$ cat config.mk
export PLATFORM = sky130hd
export DESIGN_NAME = elink_trig_tmr_tx
export DESIGN_NICKNAME = d
export VERILOG_FILES = /design/src/rtl/elink_trig_tmr_tx.sv
export SDC_FILE = /design/constraint.sdc
export NUM_CORES = 1
export LEC_CHECK = 0
export BUFFER_PORTS_ARGS = -buffer_cell sky130_fd_sc_hd__buf_2
export CORE_MARGIN = 2
export CORE_UTILIZATION = 50
export CTS_CLUSTER_SIZE = 40
export DETAILED_ROUTE_END_ITERATION = 12
export PLACE_DENSITY_LB_ADDON = 0.08
export SKIP_LAST_GASP = 1
export SYNTH_ARGS = -nofsm -noshare
export SYNTH_HDL_FRONTEND = slang
export SYNTH_SLANG_ARGS = --single-unit
$ cat constraint.sdc
create_clock -name clk -period 3.1 [get_ports clk]
set_input_delay 0.62 -clock clk [delete_from_list [all_inputs] [get_ports clk]]
set_output_delay 0.62 -clock clk [all_outputs]
set_load 0.02 [all_outputs]
$ cat src/rtl/elink_trig_tmr_tx.sv
// Transmit end of the triplicated trigger e-link: input FIFO, align/run sequencer,
// and three independent output registers with per-copy fault injection.
module elink_trig_tmr_tx #(
  parameter int          DEPTH        = 4,
  parameter int          ALIGN_CYCLES = 8,
  parameter logic [11:0] ALIGN_WORD   = 12'hB3C,
  parameter logic [11:0] IDLE_WORD    = 12'h3C5
) (
  input  logic        clk,
  input  logic        reset,
  input  logic [11:0] data_in,
  input  logic        data_valid,
  output logic        data_ready,
  input  logic        resync,
  input  logic [2:0]  inject_mask,
  input  logic [11:0] inject_pattern,
  output logic [11:0] data_out1,
  output logic [11:0] data_out2,
  output logic [11:0] data_out3,
  output logic        link_up,
  output logic [15:0] sent_count
);

  localparam int          DATA_W     = 12;
  localparam int          AW         = (DEPTH > 1) ? $clog2(DEPTH) : 1;
  localparam int          CW         = AW + 1;
  localparam logic [7:0]  ALIGN_LAST = 8'(ALIGN_CYCLES - 1);

  typedef enum logic {ST_ALIGN, ST_RUN} state_t;

  logic [DATA_W-1:0] mem [DEPTH];
  logic [AW-1:0]     wr_ptr;
  logic [AW-1:0]     rd_ptr;
  logic [CW-1:0]     count;
  logic              rdy_en;
  state_t            state;
  logic [7:0]        align_cnt;
  logic              full;
  logic              empty;
  logic              push;
  logic              pop;
  logic [DATA_W-1:0] word_sel;

  function automatic logic [DATA_W-1:0] corrupt(input logic [DATA_W-1:0] word,
                                                input logic en,
                                                input logic [DATA_W-1:0] pattern);
    return en ? (word ^ pattern) : word;
  endfunction

  assign full       = (count == CW'(DEPTH));
  assign empty      = (count == '0);
  assign data_ready = rdy_en & ~full & ~reset;
  assign push       = data_valid & data_ready;
  assign pop        = (state == ST_RUN) & ~resync & ~empty;

  always_comb begin
    word_sel = IDLE_WORD;
    if (resync || state == ST_ALIGN) word_sel = ALIGN_WORD;
    else if (!empty)                 word_sel = mem[rd_ptr];
  end

  // Storage is datapath only; the occupancy count alone decides validity.
  always_ff @(posedge clk) begin
    if (push) mem[wr_ptr] <= data_in;
  end

  always_ff @(posedge clk) begin
    if (reset) begin
      wr_ptr     <= '0;
      rd_ptr     <= '0;
      count      <= '0;
      rdy_en     <= 1'b0;
      state      <= ST_ALIGN;
      align_cnt  <= '0;
      link_up    <= 1'b0;
      sent_count <= '0;
      data_out1  <= '0;
      data_out2  <= '0;
      data_out3  <= '0;
    end else begin
      rdy_en <= 1'b1;
      if (push) wr_ptr <= wr_ptr + AW'(1);
      if (pop)  rd_ptr <= rd_ptr + AW'(1);
      case ({push, pop})
        2'b10:   count <= count + CW'(1);
        2'b01:   count <= count - CW'(1);
        default: count <= count;
      endcase

      // The resync edge itself carries the first word of the new alignment sequence.
      if (resync) begin
        link_up <= 1'b0;
        if (ALIGN_LAST == 8'd0) begin
          state     <= ST_RUN;
          align_cnt <= '0;
        end else begin
          state     <= ST_ALIGN;
          align_cnt <= 8'd1;
        end
      end else if (state == ST_ALIGN) begin
        link_up <= 1'b0;
        if (align_cnt == ALIGN_LAST) begin
          state     <= ST_RUN;
          align_cnt <= '0;
        end else begin
          align_cnt <= align_cnt + 8'd1;
        end
      end else begin
        link_up <= 1'b1;
        if (pop) sent_count <= sent_count + 16'd1;
      end

      data_out1 <= corrupt(word_sel, inject_mask[0], inject_pattern);
      data_out2 <= corrupt(word_sel, inject_mask[1], inject_pattern);
      data_out3 <= corrupt(word_sel, inject_mask[2], inject_pattern);
    end
  end

endmodule

---- Yosys cells after proc, flatten, opt, wreduce, memory -nomap -nowiden ----
Memories as Yosys holds them, arrays and structs flattened. A register that Yosys moved wholly into a read port is not among the register bits.
Cells that the tools add are included.
word-level totals
  flip-flop bits (word level) ............. 70
  bits in latches ......................... 0
  memory bits (writable) .................. 48
  bits in read-only memories .............. 0
  input port bits ......................... 31
  output and inout bits ................... 54
  logic and storage cells ................. 57
  memories ................................ 1
cells by class
  add/sub/neg operators ................... 6
  $mul .................................... 0
  div/mod/pow operators ................... 0
  $lt $le $gt $ge ......................... 0
  equality and inequality tests ........... 5
  shift-type cells ........................ 0
  mux-type cells .......................... 17
  bitwise gates (word level) .............. 11
  reduce and logical (&&, ||, !) cells .... 5
memories
  memory  depth  bits a word  rd ports  clocked after Yosys merged registers in  wr ports  line  RTL
  mem     4      12           1         1                                        1         31    logic [DATA_W-1:0] mem [DEPTH];
operator list
  kind                                                                    count
  12-bit 2-to-1 mux                                                       5
  16-bit by 1-bit adder with 16-bit output (second input constant)        1
  12-bit XOR                                                              1
  8-bit by 1-bit adder with 8-bit output (second input constant)          1
  8-bit by 3-bit equality test with 1-bit output (second input constant)  1
  1-bit 2-to-1 mux                                                        8
  8-bit 2-to-1 mux                                                        1
  3-bit case mux with 2 select lines                                      1
  1-bit AND                                                               5
  1-bit NOT                                                               5
  2-bit by 1-bit adder with 2-bit output (second input constant)          2
  2-bit 2-to-1 mux                                                        2
  3-bit by 1-bit adder with 3-bit output (second input constant)          1
  3-bit equality test (second input constant)                             1
  3-bit zero test                                                         1
  3-bit AND reduction                                                     1
  3-bit by 1-bit subtractor with 3-bit output (second input constant)     1
  2-bit by 1-bit equality test with 1-bit output (second input constant)  1
  2-bit equality test (second input constant)                             1
  2-bit != test (second input constant)                                   1
  2-bit nonzero test                                                      1
  2-bit OR reduction                                                      1
  1-bit logical OR                                                        1

---- Depth between registers and ports, before layout ----
  word-level depth ........................ 7
  depth in mapped cells ................... 9

---- Least setup slack after synthesis ----
No wires, ideal clock.
  kind .................................... in2reg
  from .................................... in resync
  to ...................................... reg count[2]
  setup time .............................. 0.070 ns
  arrival ................................. 2.443 ns
  data required time ...................... 3.030 ns
  path slack .............................. 0.586 ns
  cell stages on the path ................. 9
  buffers on the path ..................... 1
  cells stage by stage .................... nand2b_1 -> clkbuf_1 -> nor2_1 -> ha_1 -> inv_1 -> fa_1 -> xor2_1 -> or3_1 -> a21oi_1
between the ends
  cells in the longest elaborated chain, start to end .. 5
RTL lines
  item                                                                                   line  RTL
  start: declaration                                                                     14    input logic resync,
  1-bit NOT (no source line) (*)                                                         --
  1-bit AND (*) (2 in a row)                                                             54    assign pop = (state == ST_RUN) & ~resync & ~empty;
  net pop                                                                                41    logic pop;
  2-bit by 1-bit equality test with 1-bit output or 2-bit equality test (tied branches)  84    case ({push, pop})
  3-bit case mux with 2 select lines or 2-bit nonzero test (tied branches)               --
  end signal: assignment                                                                 85    2'b10: count <= count + CW'(1);
  end signal: assignment                                                                 86    2'b01: count <= count - CW'(1);
  end signal: assignment                                                                 87    default: count <= count;
  end: declaration                                                                       34    logic [CW-1:0] count;
Mark *: on every way through the listed nets, which the timed path passes. The rest lies on a longest branch.
A chain may end at the register's enable or synchronous reset.

---- Worst setup path after layout ----
  from .................................... reg state
  to ...................................... reg count[2]
between the ends
  cells in the longest elaborated chain, start to end .. 4
RTL lines
  item                                                                                   line  RTL
  start: declaration                                                                     36    state_t state;
  start signal: assignment                                                               73    state <= ST_ALIGN;
  start signal: assignment                                                               94    state <= ST_RUN;
  start signal: assignment                                                               97    state <= ST_ALIGN;
  1-bit AND (*) (2 in a row)                                                             54
  net pop                                                                                41
  2-bit by 1-bit equality test with 1-bit output or 2-bit equality test (tied branches)  84
  3-bit case mux with 2 select lines or 2-bit nonzero test (tied branches)               --
Marked as above.

==> impl_results.md <==
- Run status: complete, no violations
- Unrepaired setup endpoints after global routing: false
- TritonRoute pass-1 iters: 4
- Worst Max-Slew Pin Slew: 0.914 ns
- Vias per cell: 5.38
- Remaining DRCs: 0
- Die Wd: 104 um
- Clock skew: 0.00626 ns
- Int Power: 3140 uW
- CTS Hold Bufs: 0
- Total CTS buffers: 17
- Met2 wire len: 4830 um
- CTS resizes: 0
- Port bufs: 84
- Setup Buffers After CTS: 0
- Clk root buf: clkbuf_8
- Slew HR: 0.389
- Post-route setup TNS: 0 ns
- WL met1: 4920 um
- FF+latch count, synth: 120
- Detailed Place HPWL: 6950 um
- Area of the multi-input gates: 1990 um2
- Clock transition at path regs: 0.06 ns
- Clock power frac: 0.525
- Crit start category: flop
- Peak supply drop: 471 uV
- Final number of hold-violating endpoints: 0
- Design area: 6180 um2
- Layout cell share with drive strength beyond 1: 0.238
- Routed Wire Length: 10500 um
- Total GRT Usage: 0.202
- Metal3 WL: 581 um
- Final Cycle Share: 0.770
- Overflow after GRT: 0
- CP Capture Point: count[2]$_SDFFE_PP0P_
- Worst R2R Path Depth: 8
- Crit path from: state$_SDFF_PP0_
- Reg2reg start: state$_SDFF_PP0_
- Synthesized Nets: 498
- Antenna violations before repair: 0
- Antenna Cells: 0
- Fmax: 419 MHz
- Post-synth ARST share: 0
- Vias in the first global route: 3481
- Yosys warnings: 0
- FF/Latch Area: 2880 um2
- Max-cap viol count: 0
- Crit path required time: 3.54 ns
- Die Span Y: 104 um
- Initial core utilization: 0.514
- Sw frac: 0.214
- Comb power frac: 0.051
- Die Area: 10800 um2
- Highest layer used for signal routing: met4
- # H-tree levels: 4
- Post-Syn Area: 5000 um2
- P&R area growth vs syn: 23.6%
- Final setup fails: 0
- Crit path DAT: 2.82 ns
- Critical R2R Capture: count[2]$_SDFFE_PP0P_
- Net switching power: 854 uW
- Power Dens Cells: 646 nW/um2
- Main synth FF type: dfxtp_1
- Post-Syn Area per Cell: 10.9 um2
- Core box area: 9730 um2
- Dpl cell area: 5540 um2
- Routed len/inst: 15.1 um
- GPL Wtd Cong: 0.833
- Num Clock Sinks: 120
- Slew Limit Fails: 0
- DRT antenna net count: 0
- Initial DRC count: 201
- Nets: 584
- Register area share after synthesis: 0.577
- # IOs: 85
- CTS tree: done
- Register share of total power: 0.424
- Critical path class: flop to flop
- Static Leak: 0.00242 uW
- Post-synth EDFFs: 48
- Global-route wire length before repair: 17200 um
- Worst-Skew Late Latency: 0.51 ns
- DR vias: 3719
- Max Root-Sink Buffers: 2
- Type of the most critical hold path: input pin to flop
- Netlist cell types: 46
- Critical Path End Type: flop
- Filler cell count: 789
- R2R setup slack: 0.71 ns
- Worst-path fanout max: 15
- Largest net degree at the start of global routing: 71
- Synth Instances: 459
- Row count: 36
- Final min period: 2.39 ns
==> kinds of logic after synthesis <==
group	after synthesis	share of synthesized area
AO/OA/AOI/OAI	60	0.0824
XOR/XNOR	31	0.0543
adder cells (fa/ha/maj)	8	0.0215
buffers and inverters	33	0.0258
flip-flops	120	0.577
multiplexers	20	0.0526
AND/OR/NAND/NOR	187	0.187
==> routing by layer <==
layer  global-route usage  up-vias
met5                    0        -
met2                0.325      120
li1                     -     1835
met4               0.0840        0
met1                0.261     1752
met3               0.0526       12
==> cell type report <==
type,instances,area share
Inverter,10,0.00608
Timing Repair Buffer,90,0.0753
Tap cell,133,0.0269
Multi-Input combinational cell,306,0.321
Clock inverter,15,0.0365
Sequential cell,120,0.467
Clock buffer,17,0.0670
==> flip-flops by register name, indices dropped and copies added (netlist names), named ones only <==
| register | cells |
|---|---|
| rdy_en | 1 |
| data_out2 | 12 |
| link_up | 1 |
| state | 1 |
| mem | 48 |
| data_out3 | 12 |
| count | 3 |
| align_cnt | 8 |
| wr_ptr | 2 |
| sent_count | 16 |
| rd_ptr | 2 |
| data_out1 | 12 |
==> power groups by stage <==
stage / registers (uW) / logic [uW] / clock network (uW)
after detailed placement: 1730 / 202 / 0
final: 1690 / 202 / 2100
after floorplan: 1760 / 87.6 / 0
after global placement: 1720 / 197 / 0
after CTS: 1690 / 203 / 2120
after global routing: 1690 / 222 / 2210
==> worst min-delay path by stage <==
stage / endpoint / start / slack, ns / cells after the start
global placement: sent_count[15]$_SDFFE_PP0P_ / sent_count[15]$_SDFFE_PP0P_ / 0.47 / 2
detailed placement: sent_count[15]$_SDFFE_PP0P_ / sent_count[15]$_SDFFE_PP0P_ / 0.47 / 2
CTS: mem[2][10]$_DFFE_PP_ / data_in[10] / 0.30 / 1
finish: mem[2][10]$_DFFE_PP_ / data_in[10] / 0.32 / 1
global route: mem[3][8]$_DFFE_PP_ / data_in[8] / 0.31 / 1
floorplan: align_cnt[6]$_SDFFE_PP0N_ / align_cnt[6]$_SDFFE_PP0N_ / 0.47 / 1
==> cell usage after synthesis (all sizes together), types with 2 or more instances <==
cell type,n,area share
o211ai,9,0.014
nor3b,2,0.0030
a22oi,4,0.0060
nor2b,3,0.0038
xnor2,25,0.044
and2,4,0.0050
nand3,8,0.0080
clkbuf,18,0.014
o21ai,7,0.0070
or4,12,0.018
o31ai,3,0.0045
edfxtp,48,0.29
or3b,2,0.0035
or3,7,0.0088
nor4b,2,0.0035
o22ai,4,0.0050
a31o,2,0.0035
a21oi,14,0.014
nand4,15,0.019
mux2i,15,0.030
a211o,12,0.021
buf,5,0.0048
nor2,38,0.029
nor3,11,0.014
dfxtp,72,0.29
a21o,2,0.0030
nand2b,2,0.0025
and3,3,0.0038
mux4,5,0.023
xor2,6,0.011
inv,10,0.0075
ha,7,0.018
nor4,4,0.0050
nand2,69,0.052
==> worst max-delay path: stages (launching register included) <==
cell	delay, ns
dfxtp_1	0.62
nand2b_1	0.27
nor2_1	0.19
ha_1	0.20
inv_1	0.06
fa_1	0.37
xor2_1	0.16
or3_1	0.30
a21oi_1	0.15
==> placed cells by master, fill, tap and decap left out, types with 6 or more instances in the layout <==
cell | Yosys | layout
nor3_1 | 8 | 8
buf_4 | 0 | 6
nor2_1 | 38 | 38
or4_1 | 12 | 12
mux2i_1 | 15 | 15
o211ai_1 | 9 | 9
xor2_1 | 6 | 6
dfxtp_1 | 72 | 72
nand3_1 | 8 | 8
edfxtp_1 | 48 | 48
inv_1 | 10 | 10
a211o_1 | 12 | 12
xnor2_1 | 25 | 25
a21oi_1 | 14 | 14
buf_2 | 4 | 84
nand4_1 | 15 | 15
or3_1 | 7 | 7
o21ai_0 | 6 | 6
ha_1 | 7 | 7
nand2_1 | 69 | 69
clkbuf_16 | 0 | 16
==> metrics by stage <==
step | instances | hold WS (ns) | total power [uW] | setup WS, ns | utilization
2_1_floorplan | 459 | 0.465 | 1850 | 0.586 | -
3_3_place_gp | 659 | 0.466 | 1920 | 0.632 | 0.569
3_5_place_dp | 659 | 0.472 | 1930 | 0.561 | 0.569
4_1_cts | 691 | 0.296 | 4020 | 0.734 | 0.635
5_1_grt | 691 | 0.311 | 4120 | 0.475 | 0.635
6_report | 691 | 0.324 | 3990 | 0.712 | 0.635
(Power assumes the default switching activity.)
